$ cat src/rtl/control_fsm.sv
// control_fsm: multi-cycle RV32I control unit.
// The state is registered; outputs are decoded from the current state.
// The FETCH, MEMREAD and MEMWRITE handshakes and the branch decision
// also use the live mem_ready/zero inputs, so these strobes land in the
// same cycle as the event that causes them.
// While reset is high, every output is forced to its reset value.
// Optional build macro: CTRL_ILLEGAL_TRAP_EN. When it is defined, an
// illegal encoding parks the FSM in HALT with illegal=1. When it is not
// defined, an illegal encoding acts as a NOP.
module control_fsm (
   input  logic       clk,
   input  logic       reset,
   input  logic [6:0] opcode,
   input  logic [2:0] funct3,
   input  logic       funct7_5,
   input  logic       zero,
   input  logic       mem_ready,
   output logic [2:0] alu_op,
   output logic       sign_op,
   output logic [1:0] alu_src_a,
   output logic [1:0] alu_src_b,
   output logic [1:0] result_src,
   output logic       adr_src,
   output logic       ir_write,
   output logic       pc_write,
   output logic       mem_req,
   output logic       mem_write,
   output logic       reg_write,
   output logic       illegal
);

   typedef enum logic [3:0] {
      S_FETCH, S_DECODE, S_MEMADR, S_MEMREAD, S_MEMWB, S_MEMWRITE,
      S_EXEC_R, S_EXEC_I, S_ALUWB, S_BRANCH, S_JAL, S_JALR, S_LUI,
      S_AUIPC, S_HALT
   } state_t;

   localparam logic [6:0] OP_LOAD   = 7'b0000011;
   localparam logic [6:0] OP_STORE  = 7'b0100011;
   localparam logic [6:0] OP_R      = 7'b0110011;
   localparam logic [6:0] OP_I      = 7'b0010011;
   localparam logic [6:0] OP_BRANCH = 7'b1100011;
   localparam logic [6:0] OP_JAL    = 7'b1101111;
   localparam logic [6:0] OP_JALR   = 7'b1100111;
   localparam logic [6:0] OP_LUI    = 7'b0110111;
   localparam logic [6:0] OP_AUIPC  = 7'b0010111;

`ifdef CTRL_ILLEGAL_TRAP_EN
   localparam state_t S_ILLEGAL = S_HALT;
`else
   localparam state_t S_ILLEGAL = S_FETCH;
`endif

   state_t state_q, state_d;

   // State register; reset always returns to FETCH.
   always_ff @(posedge clk or posedge reset) begin
      if (reset) state_q <= S_FETCH;
      else       state_q <= state_d;
   end

   // Next-state decode.
   // JALR only computes its target into ALU-out.
   // It then reuses the JAL jump/link path (JAL, then ALUWB).
   always_comb begin
      state_d = state_q;
      case (state_q)
         S_FETCH:    if (mem_ready) state_d = S_DECODE;
         S_DECODE: begin
            case (opcode)
               OP_LOAD, OP_STORE: state_d = S_MEMADR;
               OP_R:              state_d = S_EXEC_R;
               OP_I:              state_d = S_EXEC_I;
               OP_BRANCH:         state_d = (funct3[2:1] == 2'b01) ? S_ILLEGAL : S_BRANCH;
               OP_JAL:            state_d = S_JAL;
               OP_JALR:           state_d = S_JALR;
               OP_LUI:            state_d = S_LUI;
               OP_AUIPC:          state_d = S_AUIPC;
               default:           state_d = S_ILLEGAL;
            endcase
         end
         S_MEMADR:   state_d = opcode[5] ? S_MEMWRITE : S_MEMREAD;
         S_MEMREAD:  if (mem_ready) state_d = S_MEMWB;
         S_MEMWRITE: if (mem_ready) state_d = S_FETCH;
         S_MEMWB, S_ALUWB, S_BRANCH:          state_d = S_FETCH;
         S_EXEC_R, S_EXEC_I, S_LUI, S_AUIPC:  state_d = S_ALUWB;
         S_JAL:      state_d = S_ALUWB;
         S_JALR:     state_d = S_JAL;
         S_HALT:     state_d = S_HALT;
         default:    state_d = S_FETCH;
      endcase
   end

   // Output decode from the current state.
   // While reset is high, the outputs are held at their reset values.
   always_comb begin
      alu_op     = '0;
      sign_op    = 1'b1;
      alu_src_a  = '0;
      alu_src_b  = '0;
      result_src = '0;
      adr_src    = 1'b0;
      ir_write   = 1'b0;
      pc_write   = 1'b0;
      mem_req    = 1'b0;
      mem_write  = 1'b0;
      reg_write  = 1'b0;
      if (!reset) begin
         case (state_q)
            S_FETCH: begin
               alu_src_b  = 2'b10;
               result_src = 2'b10;
               mem_req    = 1'b1;
               ir_write   = mem_ready;
               pc_write   = mem_ready;
            end
            S_DECODE: begin
               alu_src_a = 2'b01;
               alu_src_b = 2'b01;
            end
            S_MEMADR, S_JALR, S_LUI: begin
               alu_src_a = 2'b10;
               alu_src_b = 2'b01;
            end
            S_MEMREAD: begin
               mem_req = 1'b1;
               adr_src = 1'b1;
            end
            S_MEMWRITE: begin
               mem_req   = 1'b1;
               mem_write = 1'b1;
               adr_src   = 1'b1;
            end
            S_MEMWB: begin
               result_src = 2'b01;
               reg_write  = 1'b1;
            end
            S_EXEC_R: begin
               alu_src_a = 2'b10;
               alu_op    = funct3;
               if (funct3 == 3'b000)      sign_op = ~funct7_5;
               else if (funct3 == 3'b101) sign_op = funct7_5;
            end
            S_EXEC_I: begin
               alu_src_a = 2'b10;
               alu_src_b = 2'b01;
               alu_op    = funct3;
               if (funct3 == 3'b101) sign_op = funct7_5;
            end
            S_ALUWB: reg_write = 1'b1;
            S_BRANCH: begin
               alu_src_a = 2'b10;
               if (!funct3[2]) begin
                  sign_op  = 1'b0;
                  pc_write = funct3[0] ? ~zero : zero;
               end else begin
                  alu_op   = funct3[1] ? 3'b011 : 3'b010;
                  pc_write = funct3[0] ? zero : ~zero;
               end
            end
            S_JAL: begin
               alu_src_a = 2'b01;
               alu_src_b = 2'b10;
               pc_write  = 1'b1;
            end
            S_AUIPC: begin
               alu_src_a = 2'b01;
               alu_src_b = 2'b01;
            end
            default: ;
         endcase
      end
   end

`ifdef CTRL_ILLEGAL_TRAP_EN
   assign illegal = (state_q == S_HALT);
`else
   assign illegal = 1'b0;
`endif

endmodule

$ cat config.mk
export PLATFORM = sky130hd
export DESIGN_NAME = control_fsm
export DESIGN_NICKNAME = d
export VERILOG_FILES = /design/src/rtl/control_fsm.sv
export SDC_FILE = /design/constraint.sdc
export NUM_CORES = 1
export LEC_CHECK = 0
export ABC_AREA = 1
export CORE_ASPECT_RATIO = 0.9
export CORE_MARGIN = 2
export CORE_UTILIZATION = 42
export CTS_CLUSTER_SIZE = 8
export DETAILED_ROUTE_END_ITERATION = 10
export GPL_ROUTABILITY_DRIVEN = 0
export PLACE_DENSITY_LB_ADDON = 0.05
export SLEW_MARGIN = 20
export SYNTH_ARGS = -nofsm -noshare
export SYNTH_HDL_FRONTEND = slang
export SYNTH_SLANG_ARGS = --single-unit
export TNS_END_PERCENT = 20
$ cat constraint.sdc
create_clock -name clk -period 2.1 [get_ports clk]
set_input_delay 0.315 -clock clk [delete_from_list [all_inputs] [get_ports clk]]
set_output_delay 0.315 -clock clk [all_outputs]
set_load 0.05 [all_outputs]
==> results_dict.tcl, run 1 <==
set metrics [dict create \
    synth_area_um2 650.6 \
    vias_per_cell 5.432 \
    rsz0062_at_grt "false" \
    synth-seq-cells 4 \
    num-nets-final 171 \
    start_kind "input pin" \
    grt.overflow.total 0 \
    ys_seq_area_share_pct 15.38 \
    core-area_um2 1448 \
    clkSlewWorstSetupHoldPaths_ns 0.04 \
    cp.arrival_ns 1.69 \
    cts_made_buffers 3 \
    n_fill_cell 91 \
    critPathRequiredTime_ns 1.78 \
    slew_viol_final 0 \
    crit_chain "clkdlybuf4s50_1 > inv_1 > nand2_1 > nand2_1 > a21oi_1 > o21ai_0 > a21oi_1 > buf_12" \
    grt_usage_pct 21.96 \
    swShare_pct 51.38 \
    peakVddDrop_mv 0.4664 \
    post-cts-setup-buffers 0 \
    post-route-min-period_ns 2.009 \
    die_w_um 45.49 \
    antenna_found_initial 0 \
    fmax_mhz 497.9 \
    r2r_end "state_q[2]" \
    clockRootBuffer "clkbuf_4" \
    grt_pass1_vias 788 \
    pwr-share-seq_pct 13.7 \
    end_kind "primary output" \
    wl_per_cell_um 11.17 \
    multi_input_area_um2 462.9 \
    path_max_fanout 4 \
    rows 13 \
    syn_nets 136 \
    rrSetupSlack_ns 0.71 \
    worstSetupEndpoint "pc_write" \
    placed_cell_area_um2 1139 \
    portBuffers 30 \
    setup_violations 0 \
    hold_path.class "input pin to asynchronous set/reset pin" \
    p_int_uw 432.1 \
    final.setup_skew_ns 0.008398 \
    fin_area_um2 1166 \
    die_h_um 41.34 \
    io_pins 32 \
    synth_cell_type_count 26 \
    clk-insertion-delay-late_ns 0.23 \
    pwr-share-comb_pct 76.0 \
    drv_cap 0 \
    cpPeakStageDelay_ns 0.52 \
    vias 918 \
    startpoint "funct3[2]" \
    final.setup.worst_slack_ns 0.09139 \
    worst-r2r-cell-count 7 \
    p_clk_share_pct 10.3 \
    antenna_cells 0 \
    clockBufferDepth 2 \
    slowest_stage "clkdlybuf4s50_1" \
    path_class "input pin to primary output" \
    postRouteAntennaNets 0 \
    die-area_um2 1880 \
    top_register "state_q" \
    grt_pass1_wl_mm 3.063 \
    routed_wl_mm 1.888 \
    status "complete, no violations" \
    p_sw_uw 456.5 \
    grt_start_max_net_pins 13 \
    yosysWarnings 0 \
    route.detailed.drc 0 \
    synthCells 121 \
    largestRegisters "state_q x4" \
    postLayoutCoreUtil_pct 80.55 \
    period_share_pct 95.65 \
    seq_area_um2 100.1 \
    htreeDepth 1 \
    syn_avg_cell_area_um2 5.377 \
    largest_reg_flops 4 \
    dpl.hpwl_mm 1.600 \
    hold_viol_final 0 \
    drive_gt1_share_pct 22.73 \
    numClockSinks 4 \
    area.growth.synth_to_final_pct 79.23 \
    pre_cts_ws_ns 0.1309 \
    dr.pass1.iters 4 \
    cts_tree "yes" \
    worstReg2RegStart "state_q[1]" \
    powerDensity_nw_per_um2 762.0 \
    dr.first_iter.drc_count 46 \
    p_leak_nw 0.5599 \
    initial_core_util_pct 44.94 \
]
-- cell usage in the layout (no fill, tap or decap), types with 2 or more instances in the layout --
cell             count
buf_4                2
o22ai_1              2
o21ai_1              3
nand4_1              2
inv_1               19
nand2_1             31
dfrtp_1              4
clkdlybuf4s50_1     14
buf_12              16
nor2_1              11
nand2_2              2
clkbuf_4             3
nor2_4               3
inv_2                4
nand3_1             11
a21oi_1              8
nor2_2               3
a31oi_1              2
o21ai_0              4
-- cell usage after synthesis --
| cell | number | area, um^2 |
|---|---|---|
| nor2_4 | 3 | 33.78 |
| inv_1 | 19 | 71.32 |
| clkbuf_1 | 1 | 3.750 |
| and3_1 | 1 | 6.260 |
| nand2_2 | 2 | 12.51 |
| a22oi_1 | 1 | 7.510 |
| o21ai_0 | 4 | 20.02 |
| inv_2 | 4 | 15.01 |
| buf_4 | 1 | 7.510 |
| o211ai_1 | 1 | 7.510 |
| a31oi_1 | 2 | 12.51 |
| dfrtp_1 | 4 | 100.1 |
| nand4_1 | 2 | 12.51 |
| nor2_2 | 1 | 6.260 |
| a21oi_1 | 8 | 40.04 |
| o31ai_1 | 1 | 7.510 |
| a21oi_2 | 1 | 8.760 |
| nor2_1 | 13 | 48.80 |
| nor3_1 | 2 | 10.01 |
| nand2_1 | 31 | 116.4 |
| nand3b_1 | 1 | 7.510 |
| o2111ai_1 | 1 | 8.760 |
| nand3_1 | 11 | 55.05 |
| o21ai_1 | 3 | 15.01 |
| o22ai_1 | 2 | 12.51 |
| conb_1 | 1 | 3.750 |
-- critical path, delay by kind of cell --
kind            cells  cell delay (ns)
compound gates      3             0.45
buf+inv             3             0.80
simple gates        2             0.12
-- layout make-up --
type | count | share of cell area, %
tap | 15 | 1.609
sequential | 4 | 8.584
inverter | 23 | 7.403
timing repair buffer | 32 | 40.77
clock buffer | 3 | 1.931
multi-input combinational | 92 | 39.70
-- power by group through the flow --
stage	Sequential [mW]	Clock (mW)	Combinational, mW
global route	0.123	0.105	0.722
floorplan	0.117	0	0.390
finish	0.122	0.0914	0.675
global placement	0.121	0	0.667
CTS	0.121	0.0950	0.674
detailed placement	0.121	0	0.671
-- logic make-up (layout without fill, tap and decap cells) --
group | after synthesis | in the layout | synth area share, %
compound gates | 24 | 24 | 21.54
other cells | 1 | 1 | 0.5764
simple gates | 67 | 67 | 47.50
buf+inv | 25 | 58 | 15.00
flops | 4 | 4 | 15.39
-- per-stage QoR --
stage	instances	power, mW	hold slack [ns]	setup TNS (ns)
2_1_floorplan	121	0.5065	0.09771	-0.05026
3_3_place_gp	166	0.7875	0.5945	0
3_5_place_dp	166	0.7926	0.5994	0
4_1_cts	169	0.8891	0.3980	0
5_1_grt	169	0.9498	0.4343	0
6_report	169	0.8885	0.3974	0
-- repair_timing --
item,in CTS,in global routing
gates resized for setup,0,2
setup endpoints to repair,0,2
hold buffers,0,0
-- layer usage --
| metal | track usage [%] | share of wire [%] |
|---|---|---|
| met5 | 0 | 0 |
| met2 | 40.14 | 49 |
| met3 | 1.293 | 9.3 |
| met1 | 27.32 | 40 |
| met4 | 8.824 | 2.0 |
-- worst min path at each step --
stage,to,slack [ns],cells past startpoint
after global placement,state_q[0],0.59,2
final,state_q[1],0.40,3
after detailed placement,state_q[0],0.60,2
after CTS,state_q[1],0.40,3
after global routing,state_q[3],0.43,3
after floorplan,state_q[0],0.1,1
(Power assumes the default switching activity.)
==> run 2, diff against run 1 <==
--- a/config.mk
+++ b/config.mk
@@ -5,10 +5,10 @@
 export SDC_FILE = /design/constraint.sdc
 export NUM_CORES = 1
 export LEC_CHECK = 0
-export ABC_AREA = 1
+export ABC_AREA = 0
 export CORE_ASPECT_RATIO = 0.9
 export CORE_MARGIN = 2
-export CORE_UTILIZATION = 42
+export CORE_UTILIZATION = 45
 export CTS_CLUSTER_SIZE = 8
 export DETAILED_ROUTE_END_ITERATION = 10
 export GPL_ROUTABILITY_DRIVEN = 0
==> results_dict.tcl, run 2 <==
set metrics [dict create \
    status "complete, no violations" \
    numClockSinks 4 \
    layout_common_cells "16 x buf_12, 14 x clkdlybuf4s50_1, 11 x nor2_1, 9 x buf_4, 8 x o21ai_0" \
    seq_area_um2 103.9 \
    hold_path.class "input pin to asynchronous set/reset pin" \
    post-route-min-period_ns 2.057 \
    worst-r2r-cell-count 5 \
    rrSetupSlack_ns 0.60 \
    vias_per_cell 5.396 \
    slew_viol_final 0 \
    grt_pass1_vias 797 \
    synth_edf_count 0 \
    yosysTopAreaCell "dfrtp_1" \
    p_leak_nw 0.4868 \
    postRouteAntennaNets 0 \
    io_pins 32 \
    portBuffers 30 \
    synthArstFlopShare_pct 100.0 \
    final_cells 164 \
    end_kind "primary output" \
    antenna_cells 0 \
    synth_cell_type_count 44 \
    antenna_found_initial 0 \
    start_kind "flip-flop" \
    dr.pass1.iters 4 \
    wl_per_cell_um 13.46 \
    die_w_um 47.27 \
    synth_area_um2 758.2 \
    grt_pass1_wl_mm 3.436 \
    swShare_pct 47.30 \
    clockRootBuffer "clkbuf_4" \
    synthCells 107 \
    die-area_um2 2030 \
    setup_violations 0 \
    clk-insertion-delay-late_ns 0.24 \
    rsz0062_at_grt "true" \
    die_h_um 42.94 \
    cp.arrival_ns 1.74 \
    synthFlopType "dfrtp_1" \
    synth_most_common_cell "nor2_1" \
    r2r_end "state_q[1]" \
    synthTopCellsByCount "12 x nor2_1, 8 x o21ai_0, 7 x a21oi_1" \
    initial_core_util_pct 46.54 \
    largestRegisters "state_q x4" \
    synth-seq-cells 4 \
    clockBufferDepth 2 \
    clkSlewWorstSetupHoldPaths_ns 0.04 \
    grt.overflow.total 0 \
    worstReg2RegStart "state_q[3]" \
    final.setup_skew_ns 0.002276 \
    dr.first_iter.drc_count 12 \
    dpl.hpwl_mm 1.632 \
    path_class "flip-flop to primary output" \
    path_max_fanout 10 \
    hold_viol_final 0 \
    drv_cap 0 \
    p_int_uw 434.5 \
    period_share_pct 97.97 \
    top_register "state_q" \
    rows 14 \
    yosysWarnings 0 \
    vias 885 \
    grt_start_max_net_pins 22 \
    synthTopCellsByArea "dfrtp_1 13%, nor2_1 5.9%, o21ai_0 5.3%" \
    pwr-share-seq_pct 17.0 \
    final.setup.worst_slack_ns 0.04262 \
    syn_nets 122 \
    p_sw_uw 390.0 \
    drive_gt1_share_pct 31.43 \
    peakVddDrop_mv 0.3567 \
    n_fill_cell 116 \
    pre_cts_ws_ns 0.1153 \
    core-area_um2 1629 \
    largest_reg_flops 4 \
    ys_seq_area_share_pct 13.20 \
    powerDensity_nw_per_um2 633.0 \
    htreeDepth 1 \
    placed_cells 161 \
    mostFrequentLayoutCell "buf_12" \
    pwr-share-comb_pct 71.4 \
    p_clk_share_pct 11.6 \
    syn_avg_cell_area_um2 7.086 \
    cts_made_buffers 3 \
    fmax_mhz 486.1 \
    grt_usage_pct 22.96 \
    route.detailed.drc 0 \
    num-nets-final 157 \
    area.growth.synth_to_final_pct 71.78 \
    routed_wl_mm 2.207 \
    synth_top_area_share_pct 13.20 \
    critPathRequiredTime_ns 1.78 \
    cts_tree "yes" \
    multi_input_area_um2 603.1 \
]
==> run 2: stage by stage <==
| stage | area, um^2 | hold slack (ns) | utilization [%] | total power [mW] | TNS (ns) |
|---|---|---|---|---|---|
| final | 1303 | 0.5057 | 79.95 | 0.8245 | 0 |
| after global routing | 1303 | 0.5270 | 79.95 | 0.8701 | -0.01985 |
| after CTS | 1287 | 0.4974 | 79.03 | 0.8166 | 0 |
| after detailed placement | 1261 | 0.7450 | 77.42 | 0.7155 | 0 |
| after global placement | 1261 | 0.7424 | 77.42 | 0.7059 | 0 |
| after floorplan | 764.5 | 0.3094 | - | 0.4684 | -0.9180 |
==> run 2: worst max path at each step <==
| stage | startpoint | end | depth (start not counted) |
|---|---|---|---|
| 6_report | state_q[0] | pc_write | 4 |
| 5_1_grt | funct3[2] | sign_op | 6 |
| 4_1_cts | state_q[0] | pc_write | 4 |
| 3_5_place_dp | funct3[2] | sign_op | 6 |
| 3_3_place_gp | reset | pc_write | 5 |
| 2_1_floorplan | state_q[1] | mem_req | 4 |
==> run 2: kinds of logic after synthesis <==
family / after synthesis / share of synthesized area [%]
AND/OR/NAND/NOR: 54 / 43.89
AO/OA/AOI/OAI: 29 / 25.08
buffers and inverters: 13 / 10.06
XOR/XNOR: 4 / 4.620
flip-flops: 4 / 13.20
multiplexers: 2 / 2.640
other: 1 / 0.4946
==> run 2: power by group through the flow <==
stage | Clock (mW) | Sequential, mW | Combinational [mW]
floorplan | 0 | 0.102 | 0.366
global placement | 0 | 0.134 | 0.571
detailed placement | 0 | 0.136 | 0.580
CTS | 0.0984 | 0.137 | 0.582
global route | 0.105 | 0.143 | 0.622
finish | 0.0955 | 0.140 | 0.589
==> run 2: repair_timing <==
action                                  4_1_cts  5_1_grt
endpoints found under the setup margin        9        4
hold endpoints to repair                      0        0
hold buffers                                  0        0
pin swaps                                     0        0
gates resized for setup                       3        3
buffers inserted                              0        0
==> run 2: layout make-up <==
type	instances	share of cell area (%)
clock buffer	3	1.729
inverter	4	1.153
multi-input combinational	90	46.30
sequential	4	7.973
tap	24	2.305
timing repair buffer	39	40.54
==> run 2: worst max-delay path: stages, from the launching register on <==
cell and delay, ns:
dfrtp_2 0.48, or3_1 0.44, a21o_1 0.17, a21oi_1 0.24, buf_12 0.17
==> run 2: metal layers <==
layer  GRT usage [%]  up-vias  part of all wire, %
met5               0        -                    0
met4           1.667        0                    0
met3           5.532        0                  4.7
met2           38.38       28                   51
met1           30.49      409                   44
li1                -      448                    -
